===== src/rtl/rand_matrix_ctrl.sv =====
// Fills matrix storage row-major with random elements bounded to 0..max_val,
// retrying out-of-range samples and forcing a masked write after RETRY_MAX rejections.
module rand_matrix_ctrl #(
    parameter int MAX_DIM   = 5,
    parameter int DATA_W    = 4,
    parameter int ADDR_W    = 5,
    parameter int RETRY_MAX = 7
) (
    input  logic              clk,
    input  logic              rst,
    input  logic              start,
    input  logic              abort,
    input  logic [2:0]        rows,
    input  logic [2:0]        cols,
    input  logic [DATA_W-1:0] max_val,
    input  logic [DATA_W-1:0] rand_in,
    output logic              rand_en,
    output logic              wr_en,
    output logic [ADDR_W-1:0] wr_addr,
    output logic [DATA_W-1:0] wr_data,
    output logic              busy,
    output logic              done,
    output logic              err
);

    localparam int         RW        = (RETRY_MAX < 2) ? 1 : $clog2(RETRY_MAX + 1);
    localparam logic [2:0] MAX_DIM_L = 3'(MAX_DIM);

    typedef enum logic [1:0] {IDLE, GEN, DONE} state_t;

    state_t            state_q, state_d;
    logic [ADDR_W-1:0] last_q, last_d;
    logic [DATA_W-1:0] max_q, max_d;
    logic [ADDR_W-1:0] addr_q, addr_d;
    logic [RW-1:0]     retry_q, retry_d;
    logic              wr_en_q, wr_en_d;
    logic [ADDR_W-1:0] wr_addr_q, wr_addr_d;
    logic [DATA_W-1:0] wr_data_q, wr_data_d;
    logic              busy_q, busy_d;
    logic              done_q, done_d;
    logic              err_q, err_d;

    logic              dims_ok;
    logic [5:0]        prod;
    logic              take;
    logic [DATA_W-1:0] sample;

    always_comb begin
        state_d   = state_q;
        last_d    = last_q;
        max_d     = max_q;
        addr_d    = addr_q;
        retry_d   = retry_q;
        wr_en_d   = 1'b0;
        wr_addr_d = wr_addr_q;
        wr_data_d = wr_data_q;
        busy_d    = 1'b0;
        done_d    = 1'b0;
        err_d     = 1'b0;
        take      = 1'b0;
        sample    = rand_in;
        dims_ok   = (rows != 3'd0) && (rows <= MAX_DIM_L) &&
                    (cols != 3'd0) && (cols <= MAX_DIM_L);
        prod      = {3'b000, rows} * {3'b000, cols};

        case (state_q)
            IDLE: begin
                // busy_q still high here means the done pulse is showing; starts then are ignored
                if (start && !busy_q) begin
                    if (dims_ok) begin
                        last_d  = ADDR_W'(prod - 6'd1);
                        max_d   = max_val;
                        addr_d  = '0;
                        retry_d = '0;
                        state_d = GEN;
                    end else begin
                        err_d = 1'b1;
                    end
                end
            end
            GEN: begin
                busy_d = 1'b1;
                if (abort) begin
                    busy_d  = 1'b0;
                    state_d = IDLE;
                end else begin
                    if (rand_in <= max_q) begin
                        take = 1'b1;
                    end else if (retry_q == RW'(RETRY_MAX)) begin
                        // masking with the bound can never exceed it
                        take   = 1'b1;
                        sample = rand_in & max_q;
                    end else begin
                        retry_d = retry_q + RW'(1);
                    end
                    if (take) begin
                        wr_en_d   = 1'b1;
                        wr_addr_d = addr_q;
                        wr_data_d = sample;
                        retry_d   = '0;
                        addr_d    = addr_q + ADDR_W'(1);
                        if (addr_q == last_q) begin
                            state_d = DONE;
                        end
                    end
                end
            end
            DONE: begin
                state_d = IDLE;
                if (!abort) begin
                    done_d = 1'b1;
                    busy_d = 1'b1;
                end
            end
            default: state_d = IDLE;
        endcase
    end

    always_ff @(posedge clk or posedge rst) begin
        if (rst) begin
            state_q   <= IDLE;
            last_q    <= '0;
            max_q     <= '0;
            addr_q    <= '0;
            retry_q   <= '0;
            wr_en_q   <= 1'b0;
            wr_addr_q <= '0;
            wr_data_q <= '0;
            busy_q    <= 1'b0;
            done_q    <= 1'b0;
            err_q     <= 1'b0;
        end else begin
            state_q   <= state_d;
            last_q    <= last_d;
            max_q     <= max_d;
            addr_q    <= addr_d;
            retry_q   <= retry_d;
            wr_en_q   <= wr_en_d;
            wr_addr_q <= wr_addr_d;
            wr_data_q <= wr_data_d;
            busy_q    <= busy_d;
            done_q    <= done_d;
            err_q     <= err_d;
        end
    end

    assign rand_en = (state_q == GEN);
    assign wr_en   = wr_en_q;
    assign wr_addr = wr_addr_q;
    assign wr_data = wr_data_q;
    assign busy    = busy_q;
    assign done    = done_q;
    assign err     = err_q;

endmodule


===== config.mk =====
export PLATFORM = sky130hd
export DESIGN_NAME = rand_matrix_ctrl
export DESIGN_NICKNAME = d
export VERILOG_FILES = /design/src/rtl/rand_matrix_ctrl.sv
export SDC_FILE = /design/constraint.sdc
export NUM_CORES = 1
export LEC_CHECK = 0
export ABC_AREA = 1
export CORE_MARGIN = 4
export CORE_UTILIZATION = 54
export CTS_CLUSTER_SIZE = 28
export DETAILED_ROUTE_END_ITERATION = 8
export PLACE_DENSITY = 0.87
export SLEW_MARGIN = 25
export SYNTH_ARGS = -nofsm -noshare
export SYNTH_HDL_FRONTEND = slang
export SYNTH_SLANG_ARGS = --single-unit

===== constraint.sdc =====
create_clock -name clk -period 1.9 [get_ports clk]
set_input_delay 0.19 -clock clk [delete_from_list [all_inputs] [get_ports clk]]
set_output_delay 0.19 -clock clk [all_outputs]
set_load 0.005 [all_outputs]

Word level (Yosys, flattened, before mapping)
Cells that the tools add are included.

cells by class
  $lt $le $gt $ge = 3
  multipliers = 1
  $add $sub $neg = 3
  eq/ne operators = 12
  reduce and logical (&&, ||, !) cells = 15
  mux-type cells = 33
  bitwise logic cells = 2

operators with widths
  cell                   count
  $mux W5                4
  $mux W3                6
  $mux W1                13
  $ne A3 B2 Y1 const B   4
  $mux W2                5
  $pmux W5 S2            1
  $mux W4                2
  $le A3 B3 Y1 const B   2
  $ne A2 B2 Y1 const B   3
  $pmux W3 S2            1
  $reduce_and A3 Y1      2
  $reduce_and A6 Y1      1
  $reduce_bool A3 Y1     2
  $add A5 B1 Y5 const B  1
  $eq A5 B5 Y1           1
  $mul A3 B3 Y5          1
  $reduce_and A5 Y1      1
  $sub A5 B1 Y5 const B  1
  $and A4 B4 Y4          1
  $le A4 B4 Y1           1
  $logic_and A1 B1 Y1    4
  $pmux W2 S2            1
  $reduce_and A4 Y1      1
  $add A3 B1 Y3 const B  1
  9 further kinds        9

word-level totals
  register bits = 32
  logic and storage cells = 80

Longest topological paths before layout
Gate-level depths: netlist of run 1.

  depth after elaboration = 8
  mapped depth = 12
  gate-level depth less buffers = 12

Least setup slack after synthesis of run 1
Ideal clock, no wire load.

  path kind = input-to-reg
  from = in cols[2]
  to = reg last_q[4]
  library setup time = 0.065 ns
  stages = 11
  setup slack = -0.098 ns
  arrival = 1.933 ns
  required time = 1.835 ns
  cell sequence = nand2_1 > ha_1 > fa_1 > inv_1 > ha_1 > a21o_1 > a21oi_1 > inv_1 > nand2_1 > nand3_1 > nand2_1

on the way
  cells in the longest elaborated chain, start to end = 4

RTL lines
  item                                                   RTL line  RTL
  start, declared                                        14        input logic [2:0] cols,
  branches (longest 4 deep; another with $mul A3 B3 Y5)  -
  end signal, assigned                                   134       last_q <= last_d;
  end, declared                                          32        logic [ADDR_W-1:0] last_q, last_d;

Parallel ways; which one is timed is not known.
A chain may end at the register's enable or synchronous reset.

Worst setup path after layout of run 1
  from = reg state_q[1]
  to = out rand_en

on the way
  cells in the longest elaborated chain, start to end = 1

RTL lines
  item                    RTL line  RTL
  start, declared         31        state_t state_q, state_d;
  start signal, assigned  133       state_q <= state_d;
  $eq A2 B1 Y1            147       assign rand_en = (state_q == GEN);
  end, declared           17        output logic rand_en,

No other way between the ends.

==> flow_summary.toml, run 1 <==
[run_status]
status = "completed"

[floorplanning]
start_util = 0.567
die_area_mm2 = 0.00493
die_h_um = 70.2
rows = 22
coreArea_mm2 = 0.00369
pin_count = 32
die_w_um = 70.2

[power_and_ir_drop]
seqPwrFrac = 0.335
power_density_mw_per_mm2 = 1210
swShare = 0.414
p_leak_nw = 1.40
pwr-share-clk = 0.169
p_comb_frac = 0.495
switching_power_w = 0.00134
p_int_w = 0.00189
ir_drop_uv = 511

[layout]
area_growth_pct = 27.3
layout-drive-gt1-share = 0.158
layout_common_cells = "nand2_1 (86), inv_1 (36), dfrtp_1 (32), clkdlybuf4s50_1 (25), ha_1 (19)"
fin_nets = 350
fin_util = 0.722
ff_latch_area_um2 = 801
antennaDiodeCount = 0
fin_area_mm2 = 0.00266
fillers = 296
final_common_cell = "nand2_1"
multiInputGateArea_mm2 = 0.00115

[critical_path]
slowest_stage = "clkdlybuf4s50_1"
crit_path_start = "state_q[1]$_DFFE_PP0P_"
r2r_start = "max_q[2]$_DFFE_PP0P_"
path_cells = "inv_1 > ha_2 > clkdlybuf4s50_1"
end_kind = "output port"
ff2ff_setup_slack_ns = 0.16
crit_required_ns = 1.71
endpoint = "rand_en"
cp_slowest_stage_delay_ns = 0.53
crit_type = "register to output port"
arrival_ns = 1.57
r2r_cells = 11
path_buf_inv = 2
critPathLaunchType = "register"
reg2reg_to = "wr_data[0]$_DFFE_PP0P_"
cp_top_family = "buffers and inverters"
crit_cells = 3
cp_max_fo = 4

[timing]
slew-limit-headroom = 0.736
hold_viol = 0
fin_ws_ns = 0.138
whs_ns = 0.309
finalCritPeriodShare = 0.928
drv_slew = 0
min_period_ns = 1.76
skew_ns = 0.00212
grt_setup_unrepaired = "false"
fmax_mhz = 567
timing.final.setup_violations = 0
tightest_slew_ns = 0.396

[global_routing]
grt_pass1_vias = 1943
grt_util_all_layers = 0.212
grt_use_met2 = 0.375
grt.met3_usage = 0.0504
grt_max_degree = 33
busiest_layer = "met2"
grt_pass1_wl_mm = 8.34
antenna_found_initial = 0
grt_util_met1 = 0.225
grt_overflow = 0

[cts]
cts_root_buffer = "clkbuf_8"
numCtsBuffers = 5
cts_buffer_depth = 2
cts_sinks = 32
path_clk_slew_ns = 0.06
cts_tree = "built"
cts_setup_buffers = 0
cts_max_level = 2
clk_latency_ns = 0.29

[route]
routedWlPerCell_um = 13.4
drt_iter0_markers = 134
num_vias = 1875
wirelength_mm = 4.81
ant_nets = 0
viasPerCell = 5.24
first_pass_iters = 4
drc = 0

[worst_hold_path]
hold_path_class = "input port to asynchronous set/reset pin"

[synth]
yosys_warnings = 0
yosys_register_bits = 32
ys.flop_type = "dfrtp_1"
synth_nets = 301
synth_area_mm2 = 0.00209
yosysUniqueCellTypes = 28
synth.avg_cell_area_um2 = 8.04
async_flop_share = 1.00
yosysSeqAreaShare = 0.383
syn_inst = 260
synth_edf_count = 0

[place]
gp_congestion = 0.806
hpwl_mm = 3.59
place_area_mm2 = 0.00257
port_buffers = 31
pre_cts_ws_ns = -0.585

[flow_run]
drv_cap = 0
-- stage by stage --
step,total power [W],instances,TNS [ns]
6_report,0.00323,358,0
2_1_floorplan,0.00205,260,0
5_1_grt,0.00347,358,0
4_1_cts,0.00319,358,0
3_3_place_gp,0.00253,350,-1.34
3_5_place_dp,0.00263,350,-1.77
-- repair_timing --
action                                 4_1_cts  5_1_grt
setup endpoints to repair                    3        4
endpoints found under the hold margin        0        0
pin swaps                                    1        4
resized for setup                            9       11
hold buffers                                 0        0
gates cloned                                 0        0
-- final cells by class --
cell class,instances,area share
Clock buffer,8,0.0339
Inverter,41,0.0578
Multi-Input combinational cell,184,0.433
Sequential cell,32,0.301
Tap cell,48,0.0226
Timing Repair Buffer,45,0.152
-- cells in the mapped netlist (2+ instances only) --
library cell / count / area share
mux2i_1: 3 / 0.014
xnor2_1: 4 / 0.017
a21oi_1: 3 / 0.0072
inv_2: 5 / 0.0090
ha_1: 21 / 0.13
inv_1: 36 / 0.065
xor2_1: 3 / 0.013
o21ai_0: 10 / 0.024
o21ai_1: 7 / 0.017
nand2_1: 89 / 0.16
nand2_2: 5 / 0.015
nand4_1: 3 / 0.0090
dfrtp_1: 32 / 0.38
nand3b_1: 2 / 0.0072
nand3_1: 13 / 0.031
nor2_1: 10 / 0.018
buf_6: 2 / 0.011
fa_1: 2 / 0.019
-- state kept, by name, summed over array words and instances, names as in the netlist --
name     flops
addr_q       5
max_q        4
wr_addr      5
retry_q      3
last_q       5
wr_data      4
wr_en        1
err          1
done         1
busy         1
state_q      2
-- power groups by stage --
| stage | combinational, W | sequential (W) | clock, W |
|---|---|---|---|
| floorplan | 0.000993 | 0.00106 | 0 |
| global placement | 0.00146 | 0.00107 | 0 |
| detailed placement | 0.00155 | 0.00108 | 0 |
| CTS | 0.00157 | 0.00108 | 0.000543 |
| global route | 0.00178 | 0.00111 | 0.000573 |
| finish | 0.00160 | 0.00108 | 0.000546 |
-- worst min-delay path, delay by kind of cell --
kind     cells  cell delay (ns)
buf+inv      3             0.82
-- worst min-delay path by stage --
stage	startpoint	endpoint	slack [ns]
2_1_floorplan	abort	busy$_DFF_PP0_	0.26
3_3_place_gp	wr_addr[4]$_DFFE_PP0P_	wr_addr[4]$_DFFE_PP0P_	0.46
3_5_place_dp	wr_data[1]$_DFFE_PP0P_	wr_data[1]$_DFFE_PP0P_	0.47
4_1_cts	rst	wr_data[0]$_DFFE_PP0P_	0.33
5_1_grt	rst	wr_addr[2]$_DFFE_PP0P_	0.39
6_report	rst	wr_data[0]$_DFFE_PP0P_	0.31
-- layer usage --
layer | vias to the layer above | share of wire
met1 | 875 | 0.40
met4 | 0 | 0.049
met3 | 26 | 0.047
met2 | 66 | 0.51
met5 | - | 0
li1 | 908 | -
-- cells by family after synthesis --
| family | count (synthesis) | share of synthesized area |
|---|---|---|
| simple gates | 129 | 0.286 |
| mux | 3 | 0.0144 |
| flops | 32 | 0.383 |
| fa+ha+maj | 23 | 0.145 |
| xor+xnor | 7 | 0.0293 |
| compound gates | 22 | 0.0557 |
| buf+inv | 44 | 0.0868 |
No activity file was read; power rests on OpenSTA's default activity.
==> run 2: changes to the inputs <==
Settings changed: SETUP_SLACK_MARGIN from default to 0.3.
==> run 2 against run 1 <==
Compared with the run above: core utilization grew 13 points; sequential share of layout area shrank 4.6 points; via count grew 9.9%; worst hold slack lost 0.0095 ns; setup slack lost 0.017 ns; clock power grew 5.1%; design area grew 18%; critical endpoint is now last_q[3]$_DFFE_PP0P_; clock-buffer cell count shrank 1; sequential power grew 5%; fmax shrank 0.97%; combinational power grew 47%.
==> flow_summary.toml, run 2 (synthesis results as in run 1) <==
[critical_path]
path_cells = "buf_12 > nand2_8 > ha_4 > fa_2 > buf_4 > buf_6 > fa_2 > xor2_1 > o21ai_1"
arrival_ns = 1.98
crit_type = "input port to register"
crit_required_ns = 2.10
crit_path_start = "cols[1]"
critPathLaunchType = "input port"
r2r_start = "max_q[3]$_DFFE_PP0P_"
crit_top_cell = "fa_2"
cp_max_fo = 5
end_kind = "register"
cp_slowest_stage_delay_ns = 0.45
slowest_stage = "fa_2"

[layout]
final_common_cell = "nand2_1"
fin_util = 0.853
layout-drive-gt1-share = 0.353
fillers = 182
layoutNonFillerInstCount = 374
area_growth_pct = 50.4
layout_common_cells = "nand2_1 (63), dfrtp_1 (32), inv_1 (28), buf_4 (25)"
antennaDiodeCount = 0
fin_nets = 367

[global_routing]
grt_pass1_wl_mm = 7.98
grt.met3_usage = 0.0273
grt_util_met1 = 0.224
grt_max_degree = 33
antenna_found_initial = 0
grt_overflow = 0
busiest_layer = "met2"
grt_use_met2 = 0.373
grt_pass1_vias = 1865
grt_util_all_layers = 0.205

[power_and_ir_drop]
seqPwrFrac = 0.278
power_density_mw_per_mm2 = 1290
pwr-share-clk = 0.142
swShare = 0.432
p_leak_nw = 1.56
p_int_w = 0.00230
switching_power_w = 0.00175
ir_drop_uv = 639
p_comb_frac = 0.580

[place]
gp_congestion = 0.826
port_buffers = 31
placedCellCount = 353
hpwl_mm = 3.38

[floorplanning]
die_w_um = 70.2
start_util = 0.567
coreArea_mm2 = 0.00369
rows = 22
die_area_mm2 = 0.00493
die_h_um = 70.2
pin_count = 32

[timing]
slew-limit-headroom = 0.722
skew_ns = 0.00832
hold_viol = 0
fmax_mhz = 562
tightest_slew_ns = 0.418
finalCritPeriodShare = 0.937
grt_setup_unrepaired = "true"
drv_slew = 0
timing.final.setup_violations = 0
min_period_ns = 1.78
whs_ns = 0.299

[route]
num_vias = 2060
viasPerCell = 5.51
routedWlPerCell_um = 17.3
drc = 0
drt_iter0_markers = 145
wirelength_mm = 6.46
first_pass_iters = 4
ant_nets = 0

[flow_run]
drv_cap = 0

[cts]
cts_buffer_depth = 2
numCtsBuffers = 5
clk_latency_ns = 0.29
cts_sinks = 32
cts_root_buffer = "clkbuf_8"
cts_tree = "built"
path_clk_slew_ns = 0.07
hold_buffers = 0
cts_max_level = 2

[run_status]
status = "completed"

[worst_hold_path]
hold_path_class = "input port to asynchronous set/reset pin"
==> run 2: cell count changes in the layout (fill, tap and decap cells not counted), moves of 8 or more <==
cell	before	now
buf_4	13	25
inv_1	36	28
ha_4	1	9
nand2_2	8	23
nand2_1	86	63
ha_1	19	11
==> run 2: final timing paths <==
check	to	slack [ns]	depth (start not counted)
hold / removal	retry_q[1]$_DFFE_PP0P_	0.30	3
setup reg to reg	wr_addr[0]$_DFFE_PP0P_	0.21	11
max in group asynchronous	addr_q[0]$_DFFE_PP0P_	1.30	3
setup / recovery	last_q[3]$_DFFE_PP0P_	0.12	9
hold reg to reg	wr_data[2]$_DFFE_PP0P_	0.48	2
min in group clk	wr_data[1]$_DFFE_PP0P_	0.37	5
==> run 2: worst max-delay path: cells and delay by family <==
family                   cells  cell delay, ns
adder cells (fa/ha/maj)      3            1.08
buffers and inverters        3            0.36
AO/OA/AOI/OAI                1            0.16
XOR/XNOR                     1            0.15
AND/OR/NAND/NOR              1            0.05
==> run 2: timing repair <==
| item | in CTS | in global routing |
|---|---|---|
| setup buffers | 7 | 6 |
| cloned | 0 | 1 |
| pin swaps | 8 | 24 |
| setup endpoints to repair | 22 | 30 |
| resized for setup | 46 | 62 |
==> run 2: metal layers <==
metal	part of all wire	routed length [um]
met1	0.38	2480
met3	0.046	295
met2	0.53	3410
met4	0.042	269
met5	0	0
==> run 2: cell type report <==
| class | count | area [um2] | area share |
|---|---|---|---|
| multi-input combinational | 184 | 1420 | 0.452 |
| sequential | 32 | 801 | 0.255 |
| timing repair buffer | 62 | 606 | 0.193 |
| inverter | 41 | 161 | 0.0513 |
| clock buffer | 7 | 96.3 | 0.0306 |
| tap | 48 | 60.1 | 0.0191 |
==> run 2: power by group through the flow <==
| stage | combinational [W] | clock (W) | sequential, W |
|---|---|---|---|
| final | 0.00235 | 0.000574 | 0.00113 |
| after floorplan | 0.000995 | 0 | 0.00106 |
| after CTS | 0.00172 | 0.000567 | 0.00108 |
| after global routing | 0.00252 | 0.000601 | 0.00115 |
| after global placement | 0.00148 | 0 | 0.00107 |
| after detailed placement | 0.00156 | 0 | 0.00109 |
==> run 2: per-stage QoR <==
stage / TNS, ns / instance area [um2] / total power [W] / setup slack [ns]
global placement: -1.75 / 2620 / 0.00255 / -0.642
global route: 0 / 3150 / 0.00427 / 0.0794
finish: 0 / 3150 / 0.00406 / 0.120
floorplan: 0 / 2130 / 0.00205 / 0.0607
CTS: 0 / 2830 / 0.00337 / 0.130
detailed placement: -1.96 / 2620 / 0.00264 / -0.695
==> run 3: changes to the inputs <==
Clock period 1.9 ns to 1.78 ns, I/O delays scaled along.
==> run 3 against run 2 <==
Compared with the run above: largest cell class unchanged; sequential power up 6%; register-to-register slack lost 0.18 ns; critical path depth increased by 2; critical endpoint is now state_q[1]$_DFFE_PP0P_; design area rose by 3.7%; critical path type is now register to register; clock skew shrank 0.0048 ns; largest power group unchanged; sequential cell count is the same; worst hold slack worse by 0.0020 ns; global-route usage increased by 4.6 points; clock-buffer cell count grew 1; first-iteration DRC count up 64%; die area did not move.
==> flow_summary.toml, run 3 (synthesis results as in run 1) <==
[run_status]
status = "completed"

[power_and_ir_drop]
p_comb_frac = 0.617
p_total_w = 0.00466
swShare = 0.434
switching_power_w = 0.00202
ir_drop_uv = 753
pwr-share-clk = 0.127
p_leak_nw = 1.64
power_density_mw_per_mm2 = 1430
seqPwrFrac = 0.257
p_int_w = 0.00264

[cts]
numCtsBuffers = 5
cts_root_buffer = "clkbuf_8"
cts_buffer_depth = 2
cts_max_level = 2
clk_latency_ns = 0.29
path_clk_slew_ns = 0.07
cts_tree = "built"
cts_sinks = 32

[timing]
grt_setup_unrepaired = "true"
tightest_slew_ns = 0.462
drv_slew = 0
skew_ns = 0.00356
hold_viol = 0
timing.final.setup_violations = 0
fmax_mhz = 572
slew-limit-headroom = 0.689
min_period_ns = 1.75
setup_tns_ns = 0
finalCritPeriodShare = 0.982

[global_routing]
grt_overflow = 0
grt_pass1_wl_mm = 9.70
grt_util_all_layers = 0.251
grt_max_degree = 33
antenna_found_initial = 0
grt_pass1_vias = 2033

[floorplanning]
start_util = 0.567
die_w_um = 70.2
coreArea_mm2 = 0.00369
die_h_um = 70.2
pin_count = 32
rows = 22
die_area_mm2 = 0.00493

[layout]
fillers = 154
final_common_cell = "nand2_1"
area_growth_pct = 56.1
antennaDiodeCount = 0
layoutNonFillerInstCount = 387
layout_common_cells = "nand2_1 (66), dfrtp_1 (32), buf_4 (31), inv_1 (24), clkdlybuf4s50_1 (21)"
layout-drive-gt1-share = 0.381
fin_nets = 379

[critical_path]
end_kind = "register"
slowest_stage = "dfrtp_1"
path_buf_inv = 4
cp_max_fo = 3
arrival_ns = 1.92
cp_slowest_stage_delay_ns = 0.37
path_cells = "inv_2 > ha_4 > nand2_2 > inv_2 > nand2_2 > nand2_4 > nand3_4 > buf_6 > buf_6 > nand4_1 > nand2_1"
critPathLaunchType = "register"
cp_top_family = "simple AND/OR/NAND/NOR gates"
crit_required_ns = 1.95
crit_type = "register to register"

[worst_hold_path]
hold_path_class = "input port to asynchronous set/reset pin"

[route]
first_pass_iters = 4
num_vias = 2222
routedWlPerCell_um = 19.2
wirelength_mm = 7.45
drt_iter0_markers = 238
viasPerCell = 5.74
ant_nets = 0
drc = 0

[place]
port_buffers = 31
hpwl_mm = 3.26
gp_congestion = 0.796
placedCellCount = 354

[flow_run]
drv_cap = 0
run 3: cell types whose count changed in the layout (fill, tap and decap cells not counted), moves of 3 or more:
| cell | delta |
|---|---|
| nand2_2 | -3 |
| buf_4 | +6 |
| inv_2 | +3 |
| inv_1 | -4 |
| nand2_1 | +3 |
| buf_6 | +5 |
run 3: path summary, 6_finish.rpt:
path / to / slack [ns] / from / depth (start not counted)
max: state_q[1]$_DFFE_PP0P_ / 0.03 / max_q[3]$_DFFE_PP0P_ / 11
max reg2reg: state_q[1]$_DFFE_PP0P_ / 0.03 / max_q[3]$_DFFE_PP0P_ / 11
min in group clk: max_q[0]$_DFFE_PP0P_ / 0.44 / max_val[0] / 3
min: wr_en$_DFF_PP0_ / 0.30 / rst / 3
max in group asynchronous: state_q[1]$_DFFE_PP0P_ / 1.18 / rst / 3
min reg2reg: retry_q[1]$_DFFE_PP0P_ / 0.49 / retry_q[1]$_DFFE_PP0P_ / 2
run 3: repair_timing:
item	4_1_cts	5_1_grt
cloned	1	1
resized for setup	65	52
pin swaps	17	26
endpoints found under the setup margin	29	30
setup buffers	10	13
hold buffers	0	0
run 3: cell type report:
class,count,area [um2],share of cell area
flip-flops and latches,32,801,0.245
clock buffers,8,90.1,0.0276
inverters,41,166,0.0510
multi-input cells,184,1420,0.436
repair buffers,74,722,0.221
well taps,48,60.1,0.0184
run 3: tightest hold or removal path: stages:
cell and delay, ns:
clkdlybuf4s50_1 0.41, inv_1 0.06, buf_4 0.37
run 3: through the flow:
stage | setup WS [ns] | hold slack [ns] | area, um2 | util
3_3_place_gp | -0.734 | 0.461 | 2640 | 0.716
3_5_place_dp | -0.770 | 0.469 | 2640 | 0.716
5_1_grt | -0.0349 | 0.339 | 3260 | 0.885
2_1_floorplan | -0.0473 | 0.243 | 2150 | -
4_1_cts | 0.119 | 0.319 | 2990 | 0.811
6_report | 0.0314 | 0.297 | 3260 | 0.885
run 3: power by group through the flow:
| stage | Combinational (W) | Clock [W] | Sequential, W |
|---|---|---|---|
| 2_1_floorplan | 0.00109 | 0 | 0.00113 |
| 3_3_place_gp | 0.00162 | 0 | 0.00114 |
| 3_5_place_dp | 0.00167 | 0 | 0.00115 |
| 4_1_cts | 0.00210 | 0.000575 | 0.00114 |
| 5_1_grt | 0.00305 | 0.000618 | 0.00122 |
| 6_report | 0.00287 | 0.000589 | 0.00120 |
run 3: per-layer routing:
layer | wire [um] | GRT usage
met1 | 2640 | 0.270
met2 | 3800 | 0.454
met3 | 456 | 0.0561
met4 | 551 | 0.128
met5 | 0 | 0
